<file path="src/rtl/wb_qspi_mem_mc.sv">
// Wishbone-to-QSPI memory controller for up to four flash/QSPI-RAM devices sharing sck/sd.
// Define WB_QSPI_MEM_MC_CRM_EN to enable flash continuous-read mode (mode byte A5h, EBh skipped).
module wb_qspi_mem_mc #(
  parameter int unsigned NUM_CS = 2,
  parameter logic [NUM_CS-1:0] ROM_MASK = 'b01,
  parameter int unsigned ADR_W = 22,
  parameter int unsigned RD_DUMMY = 4,
  localparam int unsigned SEL_W = (NUM_CS > 1) ? $clog2(NUM_CS) : 1
) (
  input  logic              clk_i,
  input  logic              rst_i,
  input  logic [SEL_W-1:0]  cs_sel_i,
  input  logic              wb_mem_stb_i,
  input  logic              wb_mem_we_i,
  input  logic [3:0]        wb_mem_be_i,
  input  logic [ADR_W-1:0]  wb_mem_adr_i,
  input  logic [31:0]       wb_mem_dat_i,
  output logic              wb_mem_ack_o,
  output logic              wb_mem_err_o,
  output logic [31:0]       wb_mem_dat_o,
  output logic [NUM_CS-1:0] cs_on,
  output logic              sck_o,
  input  logic [3:0]        sd_i,
  output logic [3:0]        sd_o,
  output logic [3:0]        sd_oen_o,
  output logic              busy_o
);

  typedef enum logic [3:0] {
    INIT, IDLE, INSTR, ADDR, MODE, DUMMY, DATA_R, DATA_W, ACK, ERR
  } state_e;

  localparam logic [7:0] INIT_CMD = 8'h35;
  localparam logic [7:0] FLASH_RD = 8'hEB;
  localparam logic [3:0] RAM_DUMMY_LAST = 4'(RD_DUMMY - 1);
  // Flash EBh needs two turnaround cycles on top of the programmed dummy count.
  localparam logic [3:0] FLASH_DUMMY_LAST = 4'(RD_DUMMY + 1);
`ifdef WB_QSPI_MEM_MC_CRM_EN
  localparam logic [7:0] MODE_BYTE = 8'hA5;
`else
  localparam logic [7:0] MODE_BYTE = 8'hFF;
`endif

  state_e             state_q, state_d;
  logic [3:0]         cnt_q, cnt_d;
  logic [SEL_W-1:0]   sel_q, sel_d;
  logic               we_q, we_d;
  logic [3:0]         be_q, be_d;
  logic [ADR_W-1:0]   adr_q, adr_d;
  logic [31:0]        wdat_q, wdat_d;
  logic [31:0]        rdat_q, rdat_d;
  logic [NUM_CS-1:0]  csOn_q, csOn_d;
  logic [3:0]         sdO_q, sdO_d;
  logic [3:0]         sdOen_q, sdOen_d;
  logic               ack_q, ack_d;
  logic               err_q, err_d;
`ifdef WB_QSPI_MEM_MC_CRM_EN
  logic [NUM_CS-1:0]  crm_q, crm_d;
`endif

  logic               romQ, romD, crmHit;
  logic [1:0]         wOff, addrOff, wByte;
  logic [23:0]        byteAddr;
  logic [7:0]         cmdByte;
  logic [3:0]         wrLast;
  logic [NUM_CS-1:0]  selLow;

  function automatic logic [1:0] lowestBe(input logic [3:0] be);
    if (be[0])      return 2'd0;
    else if (be[1]) return 2'd1;
    else if (be[2]) return 2'd2;
    else            return 2'd3;
  endfunction

  assign romQ     = ROM_MASK[sel_q];
  assign romD     = ROM_MASK[sel_d];
  assign wOff     = lowestBe(be_d);
  assign addrOff  = we_d ? wOff : 2'd0;
  assign byteAddr = 24'({adr_d, addrOff});
  assign wByte    = wOff + cnt_d[2:1];
  assign cmdByte  = we_d ? 8'h38 : 8'h0B;
  assign selLow   = ~(NUM_CS'(1) << sel_d);
  assign wrLast   = (be_q == 4'hF) ? 4'd7 :
                    ((be_q == 4'h3 || be_q == 4'hC) ? 4'd3 : 4'd1);
`ifdef WB_QSPI_MEM_MC_CRM_EN
  assign crmHit   = crm_q[cs_sel_i];
`else
  assign crmHit   = 1'b0;
`endif

  // Sequencing: decide the next phase/index and capture read nibbles during DATA_R.
  always_comb begin
    state_d = state_q;
    cnt_d   = cnt_q + 4'd1;
    sel_d   = sel_q;
    we_d    = we_q;
    be_d    = be_q;
    adr_d   = adr_q;
    wdat_d  = wdat_q;
    rdat_d  = rdat_q;
`ifdef WB_QSPI_MEM_MC_CRM_EN
    crm_d   = crm_q;
`endif
    case (state_q)
      INIT: begin
        if (cnt_q == 4'd8) begin
          state_d = IDLE;
          cnt_d   = '0;
        end
      end
      IDLE: begin
        cnt_d = '0;
        if (wb_mem_stb_i) begin
          sel_d  = cs_sel_i;
          we_d   = wb_mem_we_i;
          be_d   = wb_mem_be_i;
          adr_d  = wb_mem_adr_i;
          wdat_d = wb_mem_dat_i;
          if (wb_mem_we_i && ROM_MASK[cs_sel_i])
            state_d = ERR;
          else if (!wb_mem_we_i && ROM_MASK[cs_sel_i] && crmHit)
            state_d = ADDR;
          else
            state_d = INSTR;
        end
      end
      INSTR: begin
        if (cnt_q == (romQ ? 4'd7 : 4'd1)) begin
          state_d = ADDR;
          cnt_d   = '0;
        end
      end
      ADDR: begin
        if (cnt_q == 4'd5) begin
          cnt_d = '0;
          if (romQ)      state_d = MODE;
          else if (we_q) state_d = DATA_W;
          else           state_d = DUMMY;
        end
      end
      MODE: begin
        if (cnt_q == 4'd1) begin
          state_d = DUMMY;
          cnt_d   = '0;
        end
      end
      DUMMY: begin
        if (cnt_q == (romQ ? FLASH_DUMMY_LAST : RAM_DUMMY_LAST)) begin
          state_d = DATA_R;
          cnt_d   = '0;
        end
      end
      DATA_R: begin
        rdat_d[{cnt_q[2:1], ~cnt_q[0], 2'b00} +: 4] = sd_i;
        if (cnt_q == 4'd7) begin
          state_d = ACK;
          cnt_d   = '0;
`ifdef WB_QSPI_MEM_MC_CRM_EN
          if (romQ) crm_d[sel_q] = 1'b1;
`endif
        end
      end
      DATA_W: begin
        if (cnt_q == wrLast) begin
          state_d = ACK;
          cnt_d   = '0;
        end
      end
      default: begin
        state_d = IDLE;
        cnt_d   = '0;
      end
    endcase
  end

  // Pin values are derived from the upcoming phase so they are registered with it.
  always_comb begin
    csOn_d  = '1;
    sdO_d   = '0;
    sdOen_d = '0;
    ack_d   = 1'b0;
    err_d   = 1'b0;
    case (state_d)
      INIT: begin
        csOn_d  = ROM_MASK;
        sdOen_d = 4'b0001;
        sdO_d   = {3'b000, INIT_CMD[3'(4'd8 - cnt_d)]};
      end
      INSTR: begin
        csOn_d = selLow;
        if (romD) begin
          sdOen_d = 4'b0001;
          sdO_d   = {3'b000, FLASH_RD[~cnt_d[2:0]]};
        end else begin
          sdOen_d = 4'b1111;
          sdO_d   = cnt_d[0] ? cmdByte[3:0] : cmdByte[7:4];
        end
      end
      ADDR: begin
        csOn_d  = selLow;
        sdOen_d = 4'b1111;
        sdO_d   = byteAddr[{3'(3'd5 - cnt_d[2:0]), 2'b00} +: 4];
      end
      MODE: begin
        csOn_d  = selLow;
        sdOen_d = 4'b1111;
        sdO_d   = cnt_d[0] ? MODE_BYTE[3:0] : MODE_BYTE[7:4];
      end
      DUMMY, DATA_R: csOn_d = selLow;
      DATA_W: begin
        csOn_d  = selLow;
        sdOen_d = 4'b1111;
        sdO_d   = wdat_d[{wByte, ~cnt_d[0], 2'b00} +: 4];
      end
      ACK: ack_d = 1'b1;
      ERR: begin
        ack_d = 1'b1;
        err_d = 1'b1;
      end
      default: ;
    endcase
  end

  always_ff @(posedge clk_i or posedge rst_i) begin
    if (rst_i) begin
      state_q <= INIT;
      cnt_q   <= '0;
      sel_q   <= '0;
      we_q    <= 1'b0;
      be_q    <= '0;
      adr_q   <= '0;
      wdat_q  <= '0;
      rdat_q  <= '0;
      csOn_q  <= '1;
      sdO_q   <= '0;
      sdOen_q <= '0;
      ack_q   <= 1'b0;
      err_q   <= 1'b0;
`ifdef WB_QSPI_MEM_MC_CRM_EN
      crm_q   <= '0;
`endif
    end else begin
      state_q <= state_d;
      cnt_q   <= cnt_d;
      sel_q   <= sel_d;
      we_q    <= we_d;
      be_q    <= be_d;
      adr_q   <= adr_d;
      wdat_q  <= wdat_d;
      rdat_q  <= rdat_d;
      csOn_q  <= csOn_d;
      sdO_q   <= sdO_d;
      sdOen_q <= sdOen_d;
      ack_q   <= ack_d;
      err_q   <= err_d;
`ifdef WB_QSPI_MEM_MC_CRM_EN
      crm_q   <= crm_d;
`endif
    end
  end

  assign wb_mem_ack_o = ack_q;
  assign wb_mem_err_o = err_q;
  assign wb_mem_dat_o = rdat_q;
  assign cs_on        = csOn_q;
  assign sck_o        = ~clk_i;
  assign sd_o         = sdO_q;
  assign sd_oen_o     = sdOen_q;
  assign busy_o       = (state_q != IDLE);

endmodule

</file>
<file path="config.mk">
export PLATFORM = sky130hd
export DESIGN_NAME = wb_qspi_mem_mc
export DESIGN_NICKNAME = d
export VERILOG_FILES = /design/src/rtl/wb_qspi_mem_mc.sv
export SDC_FILE = /design/constraint.sdc
export NUM_CORES = 1
export LEC_CHECK = 0
export CORE_MARGIN = 1
export CORE_UTILIZATION = 47
export DETAILED_ROUTE_END_ITERATION = 6
export PLACE_DENSITY = 0.86
export SYNTH_ARGS = -nofsm -noshare
export SYNTH_HDL_FRONTEND = slang
export SYNTH_SLANG_ARGS = --single-unit
</file>
<file path="constraint.sdc">
create_clock -name clk_i -period 3.6 [get_ports clk_i]
set_input_delay 0.72 -clock clk_i [delete_from_list [all_inputs] [get_ports clk_i]]
set_output_delay 0.72 -clock clk_i [all_outputs]
set_load 0.02 [all_outputs]
</file>
# After elaboration in Yosys (flattened, before gate mapping)

Memories as Yosys holds them, arrays and structs flattened.
Cells that the tools add are included.

Add/sub/neg operators: 5
Magnitude comparators: 5
Equal/unequal tests: 26
Shift-type cells: 5
Muxes and demuxes: 56
Bitwise gates (word level): 5
Reduce and logical (&&, ||, !) cells: 8

Operator list:

| operator                                             | count |
|---|---|
| two-way mux 4 bit                                    | 19 |
| two-way mux 32 bit                                   | 2 |
| two-way mux 22 bit                                   | 2 |
| equality test 4 x 3 -> 1 bit, second input constant  | 10 |
| bitwise mux 32 bit                                   | 1 |
| one-hot mux 4 bit (8 select lines)                   | 1 |
| variable shift 4 x 7 -> 32 bit, first input constant | 1 |
| variable part select 32 x 6 -> 4 bit                 | 1 |
| variable part select 4 x 7 -> 32 bit                 | 1 |
| one-hot mux 4 bit (7 select lines)                   | 1 |
| variable part select 24 x 6 -> 4 bit                 | 1 |
| equality test 4 x 2 -> 1 bit, second input constant  | 5 |
| equality test 4 bit, second input constant           | 5 |
| one-hot mux 4 bit (5 select lines)                   | 1 |
| two-way mux 1 bit                                    | 15 |
| two-way mux 3 bit                                    | 5 |
| equality test 4 x 3 -> 1 bit                         | 3 |
| two-way mux 2 bit                                    | 6 |
| one-hot mux 4 bit (3 select lines)                   | 1 |
| equality test 4 x 1 -> 1 bit, second input constant  | 2 |
| zero test 4 bit                                      | 2 |
| < comparator 3 x 4 -> 1 bit, second input constant   | 2 |
| negation 5 -> 7 bit                                  | 1 |
| < comparator 1 x 2 -> 1 bit, second input constant   | 3 |
| other kinds (17)                                     | 19 |

Register bits after elaboration: 112
Bits in read-only memories: 16
Bits of input ports: 67
Word-level logic and storage cells: 126
Memories kept: 2

Memory list:

| memory           | words | bits a word | read ports | clocked after Yosys merged registers in | write ports | line | text |
|---|---|---|---|---|---|---|---|
| (name not given) | 8     | 1           | 1          | 0                                       | 0           | 193  | `sdO_d = {3'b000, FLASH_RD[~cnt_d[2:0]]};` |
| (name not given) | 8     | 1           | 1          | 0                                       | 0           | 187  | `sdO_d = {3'b000, INIT_CMD[3'(4'd8 - cnt_d)]};` |

# Logic depth before layout (Yosys ltp)

Word-level depth: 12
Gate-level depth with buffers: 16

==> run_results.csv <==
group,metric,value,unit
status,run_status,"completed",
timing,hold-worst-slack,0.484,ns
power,power.leakage,3.24,nW
timing,worst_slew_pin_slew,0.846,ns
floorplan,top_level_ports,113,
critical_path,cp_num_buf_inv,4,
drt,drt-total-wl,13800,um
drt,via_per_inst,5.69,
clocking,clock_tree.htree_level_count,3,
floorplan,row_count,39,
finish,utilization,0.647,
critical_path,crit_path_top_delay_cell,"sky130_fd_sc_hd__clkdlybuf4s50_1",
floorplan,die_width,111,um
logic_synthesis,netlist_instances,467,
floorplan,initial_utilization,0.485,
floorplan,core-area,11500,um^2
critical_path,worst_path_largest_cell_delay,0.58,ns
finish,drive_gt1_frac,0.276,
timing,setup_total_negative_slack,0,ns
placed_design,placed_wire_length_estimate_after_detailed_placement,10400,um
grt,tot_gr_track_use,0.232,
critical_path,cp_max_fo,13,
job,maxCapViolations,0,
grt,pin_count_of_the_biggest_net_entering_global_routing,73,
timing,final_worst_slack,0.0985,ns
logic_synthesis,netlist_top_cells_area,"sky130_fd_sc_hd__dfrtp_1 (49%), sky130_fd_sc_hd__mux2_2 (17%), sky130_fd_sc_hd__mux2i_1 (4.3%)",
critical_path,worst_ep_arrival,2.78,ns
placed_design,port-buffer-count,112,
logic_synthesis,synth_top_area_share,0.486,
drt,drc,0,
placed_design,place_ws,-0.0536,ns
clocking,clock_tree_from_tritoncts,"done",
timing,unrepaired_setup_endpoints_after_global_routing,"false",
clocking,clk_pin_slew_worst_paths,0.07,ns
finish,mostFrequentLayoutCell,"sky130_fd_sc_hd__clkdlybuf4s50_1",
critical_path,timing.critical_path.required,2.88,ns
timing,max_slew_margin,0.435,
finish,finalNetCount,683,
critical_path,path_delay_family,"buffers and inverters",
grt,grt_pass1_wl,22700,um
critical_path,critPathMostFrequentCell,"sky130_fd_sc_hd__clkbuf_16",
drt,routedWlPerCell,18.2,um
clocking,clk_path_buf_depth,2,
power,p_clk_frac,0.164,
clocking,cts_resized,0,
power,switch_pwr,2.66,mW
logic_synthesis,mappedNetlistArea,5570,um^2
logic_synthesis,post_synthesis_async_set_or_reset_flop_share,1.00,
finish,mostFrequentLayoutCells,"sky130_fd_sc_hd__clkdlybuf4s50_1 (112), sky130_fd_sc_hd__dfrtp_1 (106), sky130_fd_sc_hd__mux2_2 (83)",
grt,first_global_vias,4578,
floorplan,die-area,12300,um^2
power,p_seq_frac,0.292,
grt,grt_overflow_total,0,
clocking,ctsHoldBuffers,0,
power,vdd_ir_drop_max,0.514,mV
power,power.switching_fraction,0.382,
timing,setup_violations,0,
clocking,cts-buffers-inserted,9,
drt,drtAntennaViolNets,0,
drt,drt_iter0_drc,200,
logic_synthesis,number_of_enable_flip_flop_cells_after_synthesis,0,
clocking,post-cts-setup-buffer-count,0,
power,cellInternalPower,4.30,mW
logic_synthesis,postSynthRegisterBits,110,
critical_path,worst_path_cell_trace,"clkbuf_16, clkbuf_16, inv_1, clkdlybuf4s50_1",
logic_synthesis,postSynthAreaPerCell,11.9,um^2
power,combinationalPowerShare,0.544,
logic_synthesis,synth_fp_nets,542,
finish,inserted_diodes,0,
drt,vias,4302,
timing,skew,0.0118,ns
placed_design,gp_congestion,0.923,
logic_synthesis,yosys.cell_types.count,70,
timing,finalHoldViolations,0,
finish,area_growth,33.4,%
logic_synthesis,synthDominantAreaCellType,"sky130_fd_sc_hd__dfrtp_1",
timing,report.final.slew_viol_count,0,
critical_path,timing.critical_path.from_type,"clock port",
drt,drt_first_pass_iters,5,
clocking,worst_skew_pair.late_latency,0.35,ns
critical_path,worst-setup-path-type,"clock port to primary output",
hold_path,holdCritPathClass,"flip-flop to flip-flop",
critical_path,kind_of_end_point_of_the_critical_path,"primary output",
logic_synthesis,ys_warnings,0,
logic_synthesis,primary_ff_master_synth,"sky130_fd_sc_hd__dfrtp_1",
floorplan,vertical_die_dimension,111,um
power,power_per_cell_area,939,nW/um^2
clocking,clock_tree.root_cell,"sky130_fd_sc_hd__clkbuf_16",
logic_synthesis,yosysSeqAreaShare,0.495,
grt,grt_antenna_before_repair,0,
[worst min-delay path: cells and delay by family, from the launching register on]
family / cells / cell delay (ns)
AOI/OAI and AO/OA: 1 / 0.06
DFF: 1 / 0.35
and+or+nand+nor: 1 / 0.05
[per-layer routing]
layer  track usage  up-vias  wire (um)
met4        0.0933        0        392
li1              -     1975          -
met2         0.408      160       6920
met5             0        -          0
met3        0.0525       29        726
met1         0.275     2138       5720
[power by group through the flow]
stage,Combinational (mW),Sequential [mW],Clock [mW]
2_1_floorplan,2.37,2.12,0.0199
3_3_place_gp,3.62,2.02,0.0412
3_5_place_dp,3.74,2.04,0.0412
4_1_cts,3.77,2.03,1.17
5_1_grt,4.06,2.09,1.22
6_report,3.79,2.03,1.14
[through the flow]
stage	instance area [um^2]	power [mW]	instances
finish	7420	6.97	756
global route	7420	7.37	756
CTS	7410	6.96	756
detailed placement	7080	5.83	740
global placement	7080	5.67	740
floorplan	5570	4.51	467
[Yosys cell counts (all sizes together), types with 5 or more instances]
cell type	count
a31oi	5
nor3	11
buf	21
a21oi	11
inv	15
mux2	84
nand3	13
and2	5
dfrtp	108
nand4	5
or4	5
nor4b	5
mux2i	24
o21ai	20
xnor2	5
nand2b	8
nor2	17
nand2	23
ha	8
[state kept, by name, indices dropped and copies added (netlist names)]
| signal | count |
|---|---|
| we_q | 1 |
| wdat_q | 32 |
| sd_o | 4 |
| be_q | 4 |
| adr_q | 22 |
| wb_mem_dat_o | 32 |
| cs_on | 2 |
| wb_mem_err_o | 1 |
| state_q | 4 |
| sd_oen_o | 2 |
| sel_q | 1 |
| wb_mem_ack_o | 1 |
| cnt_q | 4 |
[final timing paths]
path / startpoint / to / slack, ns / cells past startpoint
setup / recovery: clk_i / sck_o / 0.1 / 4
hold / removal: wb_mem_dat_o[24] / wb_mem_dat_o[24] / 0.48 / 2
hold reg to reg: wb_mem_dat_o[24] / wb_mem_dat_o[24] / 0.48 / 2
max in group asynchronous: rst_i / adr_q[17] / 1.89 / 3
min in group asynchronous: rst_i / wb_mem_ack_o / 0.88 / 2
setup reg to reg: cnt_q[0] / sd_o[0] / 0.15 / 13
[layout make-up]
class	count	area (um^2)
Clock buffer	10	235
Clock inverter	8	110
Fill cell	847	4040
Inverter	14	56.3
Multi-Input combinational cell	317	2640
Sequential cell	110	2760
Tap cell	143	179
Timing Repair Buffer	154	1450
[logic make-up (layout without fill, tap and decap cells)]
| family | Yosys count | count (layout) | share of synthesized area |
|---|---|---|---|
| xor+xnor | 7 | 7 | 0.0157 |
| flops | 110 | 110 | 0.495 |
| simple gates | 126 | 126 | 0.139 |
| mux | 108 | 108 | 0.214 |
| buf+inv | 40 | 186 | 0.0328 |
| compound gates | 68 | 68 | 0.0859 |
| fa+ha+maj | 8 | 8 | 0.0180 |
Power figures use the tool's default switching activity.
